===== src/rtl/mdio_pkg.sv =====
// mdio_pkg: shared types and frame layout for the Clause 22 MDIO master.
//  mdio_state_t : frame sequencer states
//  mdio_cmd_t   : captured command (write flag, PHY/register address, write data)
//  *_BIT        : first frame bit index of each field
//  bit_state()  : frame bit index -> state that owns that bit
package mdio_pkg;

  typedef enum logic [3:0] {
    S_IDLE, S_PREAMBLE, S_START, S_OP, S_PHYAD, S_REGAD, S_TA, S_DATA, S_DONE
  } mdio_state_t;

  typedef struct packed {
    logic        write;
    logic [4:0]  phy;
    logic [4:0]  regad;
    logic [15:0] wdata;
  } mdio_cmd_t;

  localparam logic [1:0] OP_WRITE = 2'b01;
  localparam logic [1:0] OP_READ  = 2'b10;
  localparam logic [1:0] ST       = 2'b01;

  localparam logic [6:0] PREAMBLE_BITS = 7'd32;
  localparam logic [6:0] FRAME_BITS    = 7'd64;

  localparam logic [5:0] ST_BIT    = 6'd32;
  localparam logic [5:0] OP_BIT    = 6'd34;
  localparam logic [5:0] PHYAD_BIT = 6'd36;
  localparam logic [5:0] REGAD_BIT = 6'd41;
  localparam logic [5:0] TA_BIT    = 6'd46;
  localparam logic [5:0] DATA_BIT  = 6'd48;
  localparam logic [5:0] LAST_BIT  = 6'd63;

  function automatic mdio_state_t bit_state(input logic [5:0] b);
    if (b < ST_BIT)         return S_PREAMBLE;
    else if (b < OP_BIT)    return S_START;
    else if (b < PHYAD_BIT) return S_OP;
    else if (b < REGAD_BIT) return S_PHYAD;
    else if (b < TA_BIT)    return S_REGAD;
    else if (b < DATA_BIT)  return S_TA;
    else                    return S_DATA;
  endfunction

endpackage


===== src/rtl/mdio_master_clk_gen.sv =====
// mdio_clk_gen: MDC divider. Each MDC half-period is CLK_DIV clk cycles.
//  clk, rst_n : system clock, async active-low reset
//  en         : busy; when low the divider and mdc are held at 0 so every
//               frame starts phase-aligned with mdc low
//  mdc        : management clock (registered)
//  rise_tick  : first clk cycle mdc is high (MDIO input sample cycle)
//  fall_tick  : last clk cycle mdc is high; the edge ending it starts the next bit
module mdio_clk_gen #(
  parameter int CLK_DIV = 25
) (
  input  logic clk,
  input  logic rst_n,
  input  logic en,
  output logic mdc,
  output logic rise_tick,
  output logic fall_tick
);
  localparam int CW = (CLK_DIV > 1) ? $clog2(CLK_DIV) : 1;
  localparam logic [CW-1:0] LAST = CW'(CLK_DIV - 1);

  logic [CW-1:0] cnt;

  always_ff @(posedge clk or negedge rst_n) begin
    if (!rst_n) begin
      cnt <= '0;
      mdc <= 1'b0;
    end else if (!en) begin
      cnt <= '0;
      mdc <= 1'b0;
    end else if (cnt == LAST) begin
      cnt <= '0;
      mdc <= ~mdc;
    end else begin
      cnt <= cnt + 1'b1;
    end
  end

  assign rise_tick = en && mdc && (cnt == '0);
  assign fall_tick = en && mdc && (cnt == LAST);

endmodule


===== src/rtl/mdio_master.sv =====
// mdio_master: IEEE 802.3 Clause 22 MDIO master, one read/write per command.
//  clk, rst_n       : 125 MHz system clock, async active-low reset
//  cmd_valid/ready  : command handshake; ready only while idle
//  cmd_write        : 1 = write, 0 = read
//  cmd_phy_addr/reg_addr/wdata : frame fields
//  rsp_valid        : one-cycle completion pulse
//  rsp_rdata/rsp_err: read data (0 after write), turnaround error; held to next rsp_valid
//  mdc, mdio_o, mdio_oe, mdio_i : MDIO pins (tristate buffer is external)
module mdio_master
  import mdio_pkg::*;
#(
  parameter int CLK_DIV = 25
) (
  input  logic        clk,
  input  logic        rst_n,
  input  logic        cmd_valid,
  output logic        cmd_ready,
  input  logic        cmd_write,
  input  logic [4:0]  cmd_phy_addr,
  input  logic [4:0]  cmd_reg_addr,
  input  logic [15:0] cmd_wdata,
  output logic        rsp_valid,
  output logic [15:0] rsp_rdata,
  output logic        rsp_err,
  output logic        mdc,
  output logic        mdio_o,
  output logic        mdio_oe,
  input  logic        mdio_i
);
  mdio_state_t state, nxt_state;
  mdio_cmd_t   cmd_q;
  logic [5:0]  bit_cnt, nb, pidx, ridx;
  logic [15:0] sr;
  logic        ta_err, busy, accept, last_bit, rise_tick, fall_tick;
  logic        nxt_o, nxt_oe;
  logic [1:0]  op;

  assign busy     = (state != S_IDLE) && (state != S_DONE);
  assign accept   = cmd_valid && (state == S_IDLE);
  assign last_bit = (bit_cnt == LAST_BIT);

  mdio_clk_gen #(.CLK_DIV(CLK_DIV)) u_clk_gen (
    .clk       (clk),
    .rst_n     (rst_n),
    .en        (busy),
    .mdc       (mdc),
    .rise_tick (rise_tick),
    .fall_tick (fall_tick)
  );

  // state register
  always_ff @(posedge clk or negedge rst_n) begin
    if (!rst_n) state <= S_IDLE;
    else        state <= nxt_state;
  end

  // next state: bit boundaries are the only transition points while busy
  always_comb begin
    nxt_state = state;
    case (state)
      S_IDLE:  if (cmd_valid) nxt_state = S_PREAMBLE;
      S_DONE:  nxt_state = S_IDLE;
      default: if (fall_tick) nxt_state = last_bit ? S_DONE : bit_state(bit_cnt + 6'd1);
    endcase
  end

  // outputs: MDIO value/enable for the bit about to start (nb), plus handshake flags
  always_comb begin
    nb     = accept ? 6'd0 : bit_cnt + 6'd1;
    pidx   = 6'd40 - nb;
    ridx   = 6'd45 - nb;
    op     = cmd_q.write ? OP_WRITE : OP_READ;
    nxt_o  = 1'b1;
    nxt_oe = 1'b1;
    case (nxt_state)
      S_PREAMBLE: nxt_o = 1'b1;
      S_START:    nxt_o = nb[0] ? ST[0] : ST[1];
      S_OP:       nxt_o = nb[0] ? op[0] : op[1];
      S_PHYAD:    nxt_o = cmd_q.phy[pidx[2:0]];
      S_REGAD:    nxt_o = cmd_q.regad[ridx[2:0]];
      // write drives TA as 1,0; read releases the line from TA onward
      S_TA:       if (cmd_q.write) nxt_o = ~nb[0]; else nxt_oe = 1'b0;
      S_DATA:     if (cmd_q.write) nxt_o = sr[15]; else nxt_oe = 1'b0;
      default:    nxt_oe = 1'b0;
    endcase
    cmd_ready = (state == S_IDLE);
    rsp_valid = (state == S_DONE);
  end

  // datapath: one shift register serves write data out and read data in
  always_ff @(posedge clk or negedge rst_n) begin
    if (!rst_n) begin
      cmd_q     <= '0;
      bit_cnt   <= '0;
      sr        <= '0;
      ta_err    <= 1'b0;
      mdio_o    <= 1'b1;
      mdio_oe   <= 1'b0;
      rsp_rdata <= '0;
      rsp_err   <= 1'b0;
    end else if (accept) begin
      cmd_q   <= '{write: cmd_write, phy: cmd_phy_addr, regad: cmd_reg_addr, wdata: cmd_wdata};
      bit_cnt <= '0;
      sr      <= cmd_write ? cmd_wdata : 16'h0000;
      ta_err  <= 1'b0;
      mdio_o  <= nxt_o;
      mdio_oe <= nxt_oe;
    end else if (busy) begin
      if (rise_tick && !cmd_q.write) begin
        if (state == S_TA && bit_cnt[0]) ta_err <= mdio_i;
        if (state == S_DATA)             sr     <= {sr[14:0], mdio_i};
      end
      if (fall_tick) begin
        bit_cnt <= bit_cnt + 6'd1;
        mdio_o  <= nxt_o;
        mdio_oe <= nxt_oe;
        if (cmd_q.write && nxt_state == S_DATA) sr <= {sr[14:0], 1'b0};
        if (last_bit) begin
          // with CLK_DIV=1 the final sample lands on this same edge
          rsp_rdata <= cmd_q.write ? 16'h0000 : (rise_tick ? {sr[14:0], mdio_i} : sr);
          rsp_err   <= ~cmd_q.write & ta_err;
        end
      end
    end
  end

endmodule


===== config.mk =====
export PLATFORM = sky130hd
export DESIGN_NAME = mdio_master
export DESIGN_NICKNAME = d
export VERILOG_FILES = /design/src/rtl/mdio_pkg.sv /design/src/rtl/mdio_master_clk_gen.sv /design/src/rtl/mdio_master.sv
export SDC_FILE = /design/constraint.sdc
export NUM_CORES = 1
export LEC_CHECK = 0
export ABC_CLOCK_PERIOD_IN_PS = 2550
export CAP_MARGIN = 20
export CORE_MARGIN = 3
export CORE_UTILIZATION = 50
export CTS_CLUSTER_DIAMETER = 100
export CTS_CLUSTER_SIZE = 24
export DETAILED_ROUTE_END_ITERATION = 10
export GPL_TIMING_DRIVEN = 0
export PLACE_DENSITY = 0.77
export SYNTH_ARGS = -nofsm -noshare
export SYNTH_HDL_FRONTEND = slang
export SYNTH_SLANG_ARGS = --single-unit

===== constraint.sdc =====
create_clock -name clk -period 2.55 [get_ports clk]
set_input_delay 0.255 -clock clk [delete_from_list [all_inputs] [get_ports clk]]
set_output_delay 0.255 -clock clk [all_outputs]
set_load 0.005 [all_outputs]

==> impl_metrics.ini <==
[global_routing]
antenna_found_initial = 0
grt_pass1_vias = 3447
grt_max_degree = 64
track_usage_pct = 24.9
grt_pass1_wl_um = 17000
overflow = 0

[yosys]
synth_top_area_share_pct = 41.3
yosys.area.top_type = dfrtp_1
yosysMostFrequentCell = nand2_1
synth_area_um2 = 3760
ys_top_cells_by_area = dfrtp_1, nand2_1, o21ai_0, a21oi_1, o211ai_2
postSynthAreaPerCell_um2 = 8.56
ys.flop_type = dfrtp_1
synth_warnings = 0
async_flop_share_pct = 100
netlist-cell-type-count = 67
netlist_instances = 439
ys_seq_elements = 63
synth_commonest_cells = nand2_1, dfrtp_1, o21ai_0
synth_edf_count = 0
synth_nets = 475
synth-seq-area-share_pct = 42.0

[floorplanning]
io_pins = 53
row_count = 30
die_area_um2 = 8590
fp.dieW_um = 92.7
start_util_pct = 53.5
core_area_um2 = 7020
die_h_um = 92.7

[power]
pwr_density_cell_nw_per_um2 = 587
power_leakage_nw = 2.12
ir_drop_v = 0.000486
power_mw = 2.88

[cts]
clk_pin_slew_ns = 0.08
cts_hold_buf = 0
root_buffer = clkbuf_8
htreeDepth = 3
clkLatencyLatePin_ns = 0.34
cts_tree = yes
numClockSinks = 63
clock_path_buffers = 2
cts_buffers = 9

[worst_setup_path]
cp_max_fo = 10
worstSetupEndpointType = flip-flop
critPathRequiredTime_ns = 2.81
path_class = flip-flop to flip-flop
slowest_delay_ns = 0.42
critPathSlowestCell = dfrtp_1
arrival_ns = 2.77
crit_path_start_kind = flip-flop
cp_cell_sequence = ha_2 > buf_6 > a31o_1 > a211o_1 > o32ai_4 > o2111ai_4 > o21a_4 > buf_12 > o211ai_2

[placement]
hpwl_um = 7170
port_buffers = 52
place_area_um2 = 4410
gp_congestion = 0.951

[detailed_routing]
wl_per_cell_um = 17.0
postRouteAntennaNets = 0
initialDrtViolationCount = 311
finalWirelength_um = 10400
drc = 0
vias = 3533
drt-pass1-iter-count = 5
via_per_inst = 5.74

[finish]
diodes = 0
postLayoutCellArea_um2 = 4910
nNetsFinal = 550
drive_gt1_share_pct = 18.1
area_delta_synth_final_pct = 30.6
fill_cells = 585

[timing]
finalCriticalPeriod_ns = 2.52
max_freq_mhz = 397
fin_crit_sh_pct = 98.7
hold_viol_final = 4
skew_ns = 0.0119
worstMarginPinSlew_ns = 0.820
hold_slack_ns = -0.00264
drv_slew = 0
finalSetupViolCount = 0
relSlewSlack_pct = 45.4

[run]
max_cap_violations = 0

[outcome]
outcome = complete, but fails checks
violations = hold timing

[hold_path]
hold_path.class = primary input to asynchronous set/reset pin
## per-layer routing
layer	up-vias	share of wire, %	global-route usage (%)
li1	1704	-	-
met1	1697	46	35.7
met2	120	47	38.5
met3	12	5.4	3.90
met4	0	1.4	8.55
met5	-	0	0
## power by group
group / total [mW] / internal [mW] / switching (mW)
registers: 1.30 / 1.16 / 0.143
logic: 0.716 / 0.344 / 0.371
clock network: 0.863 / 0.448 / 0.415
total: 2.88 / 1.95 / 0.929
## metrics by stage
stage | setup TNS, ns | cells | setup WS (ns) | hold slack, ns | utilization (%)
floorplan | 0 | 439 | 0.0102 | -0.0406 | -
global placement | -56.66 | 587 | -0.885 | 0.457 | 62.8
detailed placement | -2.35 | 587 | -0.796 | 0.406 | 62.8
CTS | -0.00912 | 607 | -0.00912 | 0.0320 | 67.4
global route | -0.0452 | 615 | -0.0205 | 0.0494 | 69.9
finish | 0 | 615 | 0.0331 | -0.00264 | 69.9
## final timing paths
check,from,endpoint,slack [ns],depth (start not counted)
max,bit_cnt[0],sr[10],0.03,9
min,rst_n,cmd_q[18],-0.003,1
max reg2reg,bit_cnt[0],sr[10],0.03,9
min reg2reg,rsp_rdata[2],rsp_rdata[2],0.48,2
max in group asynchronous,rst_n,state[0],1.94,1
min in group clk,cmd_reg_addr[1],cmd_q[17],0.44,3
## cells by family (layout without fill, tap and decap cells)
family	after synthesis	count (layout)	synth area share (%)
xor+xnor	5	5	1.17
simple gates	177	177	23.3
buf+inv	56	136	6.36
compound gates	125	125	23.3
mux	8	8	2.23
fa+ha+maj	5	5	1.67
flops	63	63	42.0
## flip-flops by register name, indices dropped and copies added, names as in the netlist, 4 cells and up
register	cells
sr	16
cmd_q	11
bit_cnt	6
u_clk_gen.cnt	5
state	4
rsp_rdata	16
## cell type report
class	count	area (um2)	share of cell area, %
clock inverters	6	61.3	1.25
flip-flops and latches	63	1580	32.2
inverters	27	101	2.06
plain buffers	27	169	3.44
well taps	96	120	2.45
multi-input cells	320	2120	43.3
repair buffers	66	626	12.7
clock buffers	10	128	2.60
## worst max-delay path: cells and delay by family, from the launching register on
kind | cells | cell delay (ns)
flops | 1 | 0.42
compound gates | 6 | 1.51
fa+ha+maj | 1 | 0.20
buf+inv | 2 | 0.29
## cells in the final DEF, fill, tap and decap left out, drive strengths merged, types with 10 or more instances in the layout
cell type       n
nand2          74
dfrtp          62
clkdlybuf4s50  50
o21ai          48
nor2           30
buf            29
inv            27
a21oi          25
clkbuf         23
and3           18
o211ai         16
nand3          10
## what timing repair did
| item | in CTS | in global routing |
|---|---|---|
| gates resized for setup | 18 | 37 |
| setup endpoints to repair | 22 | 41 |
| setup buffers | 4 | 10 |
| pin swaps | 6 | 12 |
No activity file was read; power rests on OpenSTA's default activity.
